File: src/rtl/multiplier_pkg.sv
// Shared definitions for the shift-and-add multiplier slice.
// Holds the default operand width, the derived counter width and the
// control-FSM state encodings used by the control FSM and the bench.
package multiplier_pkg;

  localparam int WORD_LENGTH = 8;
  localparam int CNT_WIDTH   = $clog2(WORD_LENGTH);

  typedef enum logic [2:0] {
    IDLE       = 3'd0,
    LOAD       = 3'd1,
    SHIFT      = 3'd2,
    FINISH     = 3'd3,
    SYNC_RESET = 3'd4
  } state_e;

endpackage

File: src/rtl/multiplier_if.sv
// Control/data bundle between the multiplier control FSM (master) and the
// shift-and-add datapath (slave).
interface multiplier_if #(
  parameter int WORD_LENGTH = multiplier_pkg::WORD_LENGTH
);

  logic                       load;
  logic                       shift;
  logic                       sync_reset;
  logic                       enable;
  logic                       ready;
  logic [WORD_LENGTH-1:0]     multiplicand;
  logic [WORD_LENGTH-1:0]     multiplier;
  logic                       flag;
  logic [2*WORD_LENGTH-1:0]   product;

  modport master (
    output load, shift, sync_reset, enable, ready, multiplicand, multiplier,
    input  flag, product
  );

  modport slave (
    input  load, shift, sync_reset, enable, ready, multiplicand, multiplier,
    output flag, product
  );

endinterface

File: src/rtl/multiplier_counter.sv
// Iteration counter for the shift-and-add datapath. Counts add/shift
// iterations and raises flag while the last one is being performed.
module multiplier_counter
  import multiplier_pkg::*;
#(
  parameter int WORD_LENGTH = multiplier_pkg::WORD_LENGTH,
  parameter int CW          = $clog2(WORD_LENGTH)
) (
  input  logic          clk,
  input  logic          reset,
  input  logic          sync_reset,
  input  logic          enable,
  input  logic          load,
  input  logic          shift,
  output logic [CW-1:0] count,
  output logic          flag
);

  localparam logic [CW-1:0] LAST_CNT = CW'(WORD_LENGTH - 1);

  logic [CW-1:0] count_r;
  logic [CW-1:0] count_next_s;

  // Increment with explicit wrap at the last iteration so non power-of-two widths behave.
  always_comb begin
    count_next_s = count_r + {{(CW-1){1'b0}}, 1'b1};
    if (count_r == LAST_CNT) begin
      count_next_s = {CW{1'b0}};
    end else begin
      count_next_s = count_r + {{(CW-1){1'b0}}, 1'b1};
    end
  end

  // Counter register: sync clear beats arm, arm beats increment; a load suppresses the iteration.
  always_ff @(posedge clk or negedge reset) begin
    if (!reset) begin
      count_r <= {CW{1'b0}};
    end else if (!sync_reset) begin
      count_r <= {CW{1'b0}};
    end else if (enable) begin
      count_r <= {CW{1'b0}};
    end else if (shift && !load) begin
      count_r <= count_next_s;
    end
  end

  assign count = count_r;
  assign flag  = shift & (count_r == LAST_CNT);

endmodule

File: src/rtl/multiplier_datapath.sv
// Shift-and-add multiplier datapath, responder to the Moore control FSM.
// Build option: define SIGNED_MULT_EN for two's complement operands
// (magnitudes are multiplied, the sign is re-applied at product capture).
// The default build is unsigned only.
module multiplier_datapath
  import multiplier_pkg::*;
#(
  parameter int WORD_LENGTH = multiplier_pkg::WORD_LENGTH
) (
  input  logic        clk,
  input  logic        reset,
  multiplier_if.slave bus
);

  localparam int W  = WORD_LENGTH;
  localparam int PW = 2 * WORD_LENGTH;
  localparam int CW = $clog2(WORD_LENGTH);

  logic [PW-1:0] a_sr_r;
  logic [W-1:0]  b_sr_r;
  logic [PW-1:0] acc_r;
  logic [PW-1:0] product_r;
  logic [PW-1:0] a_load_s;
  logic [W-1:0]  b_load_s;
  logic [PW-1:0] result_s;
  logic [CW-1:0] count_s;
  logic          flag_s;

`ifdef SIGNED_MULT_EN
  logic          sign_r;
  logic          sign_load_s;
  logic [PW-1:0] a_ext_s;

  // Operand magnitudes. A is widened to 2W (>= W+1) bits before negation so
  // -2^(W-1) becomes +2^(W-1); for B the W-bit negate of -2^(W-1) read as
  // unsigned is that same magnitude, so W bits suffice in b_sr.
  always_comb begin
    a_ext_s     = {{W{bus.multiplicand[W-1]}}, bus.multiplicand};
    sign_load_s = bus.multiplicand[W-1] ^ bus.multiplier[W-1];
    if (bus.multiplicand[W-1]) begin
      a_load_s = ~a_ext_s + {{(PW-1){1'b0}}, 1'b1};
    end else begin
      a_load_s = a_ext_s;
    end
    if (bus.multiplier[W-1]) begin
      b_load_s = ~bus.multiplier + {{(W-1){1'b0}}, 1'b1};
    end else begin
      b_load_s = bus.multiplier;
    end
  end

  // Sign of the result, captured with the operands.
  always_ff @(posedge clk or negedge reset) begin
    if (!reset) begin
      sign_r <= 1'b0;
    end else if (!bus.sync_reset) begin
      sign_r <= 1'b0;
    end else if (bus.load) begin
      sign_r <= sign_load_s;
    end
  end

  // Re-apply the sign to the unsigned accumulator at capture time.
  always_comb begin
    if (sign_r) begin
      result_s = ~acc_r + {{(PW-1){1'b0}}, 1'b1};
    end else begin
      result_s = acc_r;
    end
  end
`else
  // Unsigned operands load straight in; A is zero-extended to 2W bits.
  always_comb begin
    a_load_s = {{W{1'b0}}, bus.multiplicand};
    b_load_s = bus.multiplier;
    result_s = acc_r;
  end
`endif

  // Working registers: sync clear, then load (discarding any partial sum), then one add/shift step.
  always_ff @(posedge clk or negedge reset) begin
    if (!reset) begin
      a_sr_r <= {PW{1'b0}};
      b_sr_r <= {W{1'b0}};
      acc_r  <= {PW{1'b0}};
    end else if (!bus.sync_reset) begin
      a_sr_r <= {PW{1'b0}};
      b_sr_r <= {W{1'b0}};
      acc_r  <= {PW{1'b0}};
    end else if (bus.load) begin
      a_sr_r <= a_load_s;
      b_sr_r <= b_load_s;
      acc_r  <= {PW{1'b0}};
    end else if (bus.shift) begin
      if (b_sr_r[0]) begin
        acc_r <= acc_r + a_sr_r;
      end
      a_sr_r <= {a_sr_r[PW-2:0], 1'b0};
      b_sr_r <= {1'b0, b_sr_r[W-1:1]};
    end
  end

  // Product register: captured only in FINISH (ready with sync_reset inactive), held otherwise.
  always_ff @(posedge clk or negedge reset) begin
    if (!reset) begin
      product_r <= {PW{1'b0}};
    end else if (bus.ready && bus.sync_reset) begin
      product_r <= result_s;
    end
  end

  multiplier_counter #(
    .WORD_LENGTH (W),
    .CW          (CW)
  ) u_counter (
    .clk        (clk),
    .reset      (reset),
    .sync_reset (bus.sync_reset),
    .enable     (bus.enable),
    .load       (bus.load),
    .shift      (bus.shift),
    .count      (count_s),
    .flag       (flag_s)
  );

  assign bus.flag    = flag_s;
  assign bus.product = product_r;

  // count is kept visible at this level for debug probing only.
  logic unused_count_s;
  assign unused_count_s = ^count_s;

endmodule

File: src/flat_wrapper.sv
// flat-port wrapper written by rule: the top's interface ports become plain ports
module multiplier_datapath_flat import multiplier_pkg::*;
#(
  parameter int WORD_LENGTH = multiplier_pkg::WORD_LENGTH
)
  (clk, reset, bus_load, bus_shift, bus_sync_reset, bus_enable, bus_ready, bus_multiplicand, bus_multiplier, bus_flag, bus_product);
  multiplier_if #(.WORD_LENGTH(WORD_LENGTH)) bus_i ();
  input  logic clk;
  input  logic reset;
  input wire logic [$bits(bus_i.load)-1:0] bus_load;
  input wire logic [$bits(bus_i.shift)-1:0] bus_shift;
  input wire logic [$bits(bus_i.sync_reset)-1:0] bus_sync_reset;
  input wire logic [$bits(bus_i.enable)-1:0] bus_enable;
  input wire logic [$bits(bus_i.ready)-1:0] bus_ready;
  input wire logic [$bits(bus_i.multiplicand)-1:0] bus_multiplicand;
  input wire logic [$bits(bus_i.multiplier)-1:0] bus_multiplier;
  output wire logic [$bits(bus_i.flag)-1:0] bus_flag;
  output wire logic [$bits(bus_i.product)-1:0] bus_product;
  assign bus_i.load = bus_load;
  assign bus_i.shift = bus_shift;
  assign bus_i.sync_reset = bus_sync_reset;
  assign bus_i.enable = bus_enable;
  assign bus_i.ready = bus_ready;
  assign bus_i.multiplicand = bus_multiplicand;
  assign bus_i.multiplier = bus_multiplier;
  assign bus_flag = bus_i.flag;
  assign bus_product = bus_i.product;
  multiplier_datapath #(.WORD_LENGTH(WORD_LENGTH)) u_core (.clk(clk), .reset(reset), .bus(bus_i));
endmodule
File: config.mk
export PLATFORM = sky130hd
export DESIGN_NAME = multiplier_datapath_flat
export DESIGN_NICKNAME = d
export VERILOG_FILES = /design/src/rtl/multiplier_pkg.sv /design/src/rtl/multiplier_if.sv /design/src/rtl/multiplier_counter.sv /design/src/rtl/multiplier_datapath.sv /design/src/flat_wrapper.sv
export SDC_FILE = /design/constraint.sdc
export NUM_CORES = 1
export LEC_CHECK = 0
export BUFFER_PORTS_ARGS = -buffer_cell sky130_fd_sc_hd__clkbuf_2
export CAP_MARGIN = 20
export CORE_ASPECT_RATIO = 0.9
export CORE_MARGIN = 1.5
export CORE_UTILIZATION = 40
export DETAILED_ROUTE_END_ITERATION = 12
export GPL_TIMING_DRIVEN = 0
export REMOVE_ABC_BUFFERS = 1
export SYNTH_ARGS = -nofsm -noshare
export SYNTH_HDL_FRONTEND = slang
export SYNTH_HIERARCHICAL = 1
export SYNTH_SLANG_ARGS = --single-unit
File: constraint.sdc
create_clock -name clk -period 3 [get_ports clk]
set_input_delay 0.45 -clock clk [delete_from_list [all_inputs] [get_ports clk]]
set_output_delay 0.45 -clock clk [all_outputs]
set_load 0.02 [all_outputs]
==> run summary <==
Min Hold Slack: 230 ps
Leak Pwr: 1.88 nW
vias per cell: 5.30
final hold viol count: 0
post_cts resized: 0
sequential-to-total area share from yosys stat: 0.443
total wire length: 6660 µm
total power: 1.66 mW
post-layout minimum cycle time: 2280 ps
fmax: 439 MHz
core area: 0.00807 mm²
die height: 89.6 µm
Site Rows: 31
TritonCTS clock tree: built
internal cell power: 1.28 mW
CP cell instances: ha_1 > inv_1 > fa_1 > nor2b_1 > o31a_1 > o21a_1 > o2111ai_1 > a211o_1 > nand3_1
fin crit share: 0.760
Worst-path clk slew: 60 ps
via count: 2476
global-route wire length before repair: 11600 µm
postcts setup bufs: 0
EDFF count, synth: 0
P per Cell Area: 439 mW/mm²
Setup Crit Path Kind: register to register
Psw: 0.376 mW
fin area: 0.00378 mm²
ys flop type: dfrtp_1
H-Tree Depth: 3
post-placement cell count: 452
fillers: 795
n_diodes: 0
drt drc: 0
Setup violations, final: 0
Synth Cell Area: 0.00333 mm²
clock power share: 0.428
Gate power share: 0.078
pre-CTS setup slack: 445 ps
sequential share of power: 0.494
initial antenna violation count: 0
Slew @ Worst Pin: 969 ps
Inserted Clock Buffers: 9
commonest non-fill, non-tap cell in the layout: dfrtp_1
Net Sw Frac: 0.226
largest net degree at the start of global routing: 60
synth top area cells: dfrtp_1 44%, mux2i_1 8.4%, ha_1 6.4%, mux2_2 5.1%, nand2_1 4.6%
Critical-path top delay cell: dfrtp_1
slowest stage delay, CP: 370 ps
count of cell types in the netlist: 55
Peak VDD IR: 0.254 mV
Layout Skew: 7.95 ps
Clk Latency, worst-skew pair: 340 ps
Detail Route Antenna Nets: 0
GR Util All Layers: 0.170
root buf cell: clkbuf_8
Hold Buf Count CTS: 0
RSZ-0062 raised after global routing: no
I/O pin count: 40
full die area: 0.00888 mm²
CP arrival: 2550 ps
Post-Layout Cell Count: 467
nets: 405
Synth Instances: 328
Area Overhead vs Synth: 13.5%
status: completed
layout cell share with drive strength beyond 1: 0.223
Max-slew headroom: 0.354
worst-case clock buffer depth: 2
Async S/R FF share, synth: 1.00
die width: 99.2 µm
#FFs+latches synth: 59
grt ovf: 0
Synth area leader: dfrtp_1
Final WS setup: 720 ps
nature of the critical path startpoint: register
Max Cap Viol: 0
CP required: 3270 ps
Yosys top cell area share: 0.443
synthesized area per cell: 10.2 µm²
utilization after layout: 0.468
Hold WC Path Type: input port to asynchronous set/reset pin
starting density of the core: 0.413
Setup crit end kind: register
Starting DRT DRC Count: 103
routability cong.: 0.814
commonest cells after routing, fill and taps aside: 59 x dfrtp_1, 41 x nand2_1, 38 x clkbuf_2
post-DP HPWL: 4560 µm
worst-path fanout max: 4
number of warnings issued by yosys: 6
router iterations before antenna repair: 4
Placed Area: 0.00358 mm²
total negative slack: 0 ps
Max Slew Vio Count: 0
via count of the first global-routing pass: 2387
clk sinks: 59
Port Buffer Count: 39
WL per Instance: 14.3 µm
[registers in the layout, summed over array words and instances, names as in the netlist]
signal                  flops
u_core/acc_r               16
u_core/bus.product         16
u_core/a_sr_r              16
u_core/b_sr_r               8
u_core/u_counter/count      3
[final timing paths]
path | from | endpoint | slack [ps] | cells after the start
min | reset | u_core/b_sr_r[7]$_DFFE_PN0P_ | 230 | 1
max | u_core/a_sr_r[0]$_DFFE_PN0P_ | u_core/acc_r[14]$_DFFE_PN0P_ | 720 | 9
max in group asynchronous | reset | u_core/a_sr_r[14]$_DFFE_PN0P_ | 2250 | 1
max reg2reg | u_core/a_sr_r[0]$_DFFE_PN0P_ | u_core/acc_r[14]$_DFFE_PN0P_ | 720 | 9
min reg2reg | u_core/bus.product[1]$_DFFE_PN0P_ | u_core/bus.product[1]$_DFFE_PN0P_ | 490 | 2
min in group clk | bus_multiplicand[0] | u_core/a_sr_r[0]$_DFFE_PN0P_ | 390 | 3
[power by group through the flow]
stage	registers (mW)	logic (mW)	clock network (mW)
2_1_floorplan	0.833	0.0672	0
3_3_place_gp	0.835	0.130	0
3_5_place_dp	0.835	0.133	0
4_1_cts	0.820	0.133	0.741
5_1_grt	0.822	0.149	0.777
6_report	0.820	0.130	0.710
[critical path: cells and delay by family, from the launching register on]
family                     cells  cell delay, ps
AOI/OAI and AO/OA              4             880
adders and majority gates      2             600
buffers and inverters          1              70
DFF                            1             370
and+or+nand+nor                2             300
[routing by layer]
| layer | vias up | global-route usage | wire [µm] |
|---|---|---|---|
| met2 | 39 | 0.266 | 2940 |
| met3 | 8 | 0.0516 | 204 |
| met4 | 0 | 0.0461 | 79 |
| met1 | 1189 | 0.232 | 3440 |
| met5 | - | 0 | 0 |
| li1 | 1240 | - | - |
[final cells by class]
| cell class | count | area (µm²) | share of cell area |
|---|---|---|---|
| clock buffer | 13 | 159 | 0.0421 |
| timing repair buffer | 39 | 198 | 0.0523 |
| multi-input combinational | 248 | 1760 | 0.466 |
| sequential | 59 | 1480 | 0.391 |
| clock inverter | 2 | 35.0 | 0.00927 |
| inverter | 7 | 26.3 | 0.00695 |
| tap | 99 | 124 | 0.0328 |
[Yosys cell counts (2+ instances only)]
library cell and instances:
a211o_1 3, a211oi_1 2, a21o_1 2, a21oi_1 22, and2_1 15, and2_2 2
buf_2 3, clkbuf_1 9, dfrtp_1 59, ha_1 17, inv_1 7, mux2_2 15
mux2i_1 28, nand2_1 41, nand2b_1 3, nand3_1 5, nand4_1 2, nor2_1 21
nor2b_1 4, nor3_1 3, nor3b_1 2, nor4_1 2, o2111ai_1 2, o211ai_1 2
o21a_1 5, o21ai_0 20, o31ai_1 2, xnor2_1 3
[logic make-up after synthesis]
family,share of synthesized area
AND/OR/NAND/NOR,0.166
XOR/XNOR,0.0105
buffers and inverters,0.0278
AO/OA/AOI/OAI,0.147
multiplexers,0.135
adder cells (fa/ha/maj),0.0699
flip-flops,0.443
Power figures use the tool's default switching activity.
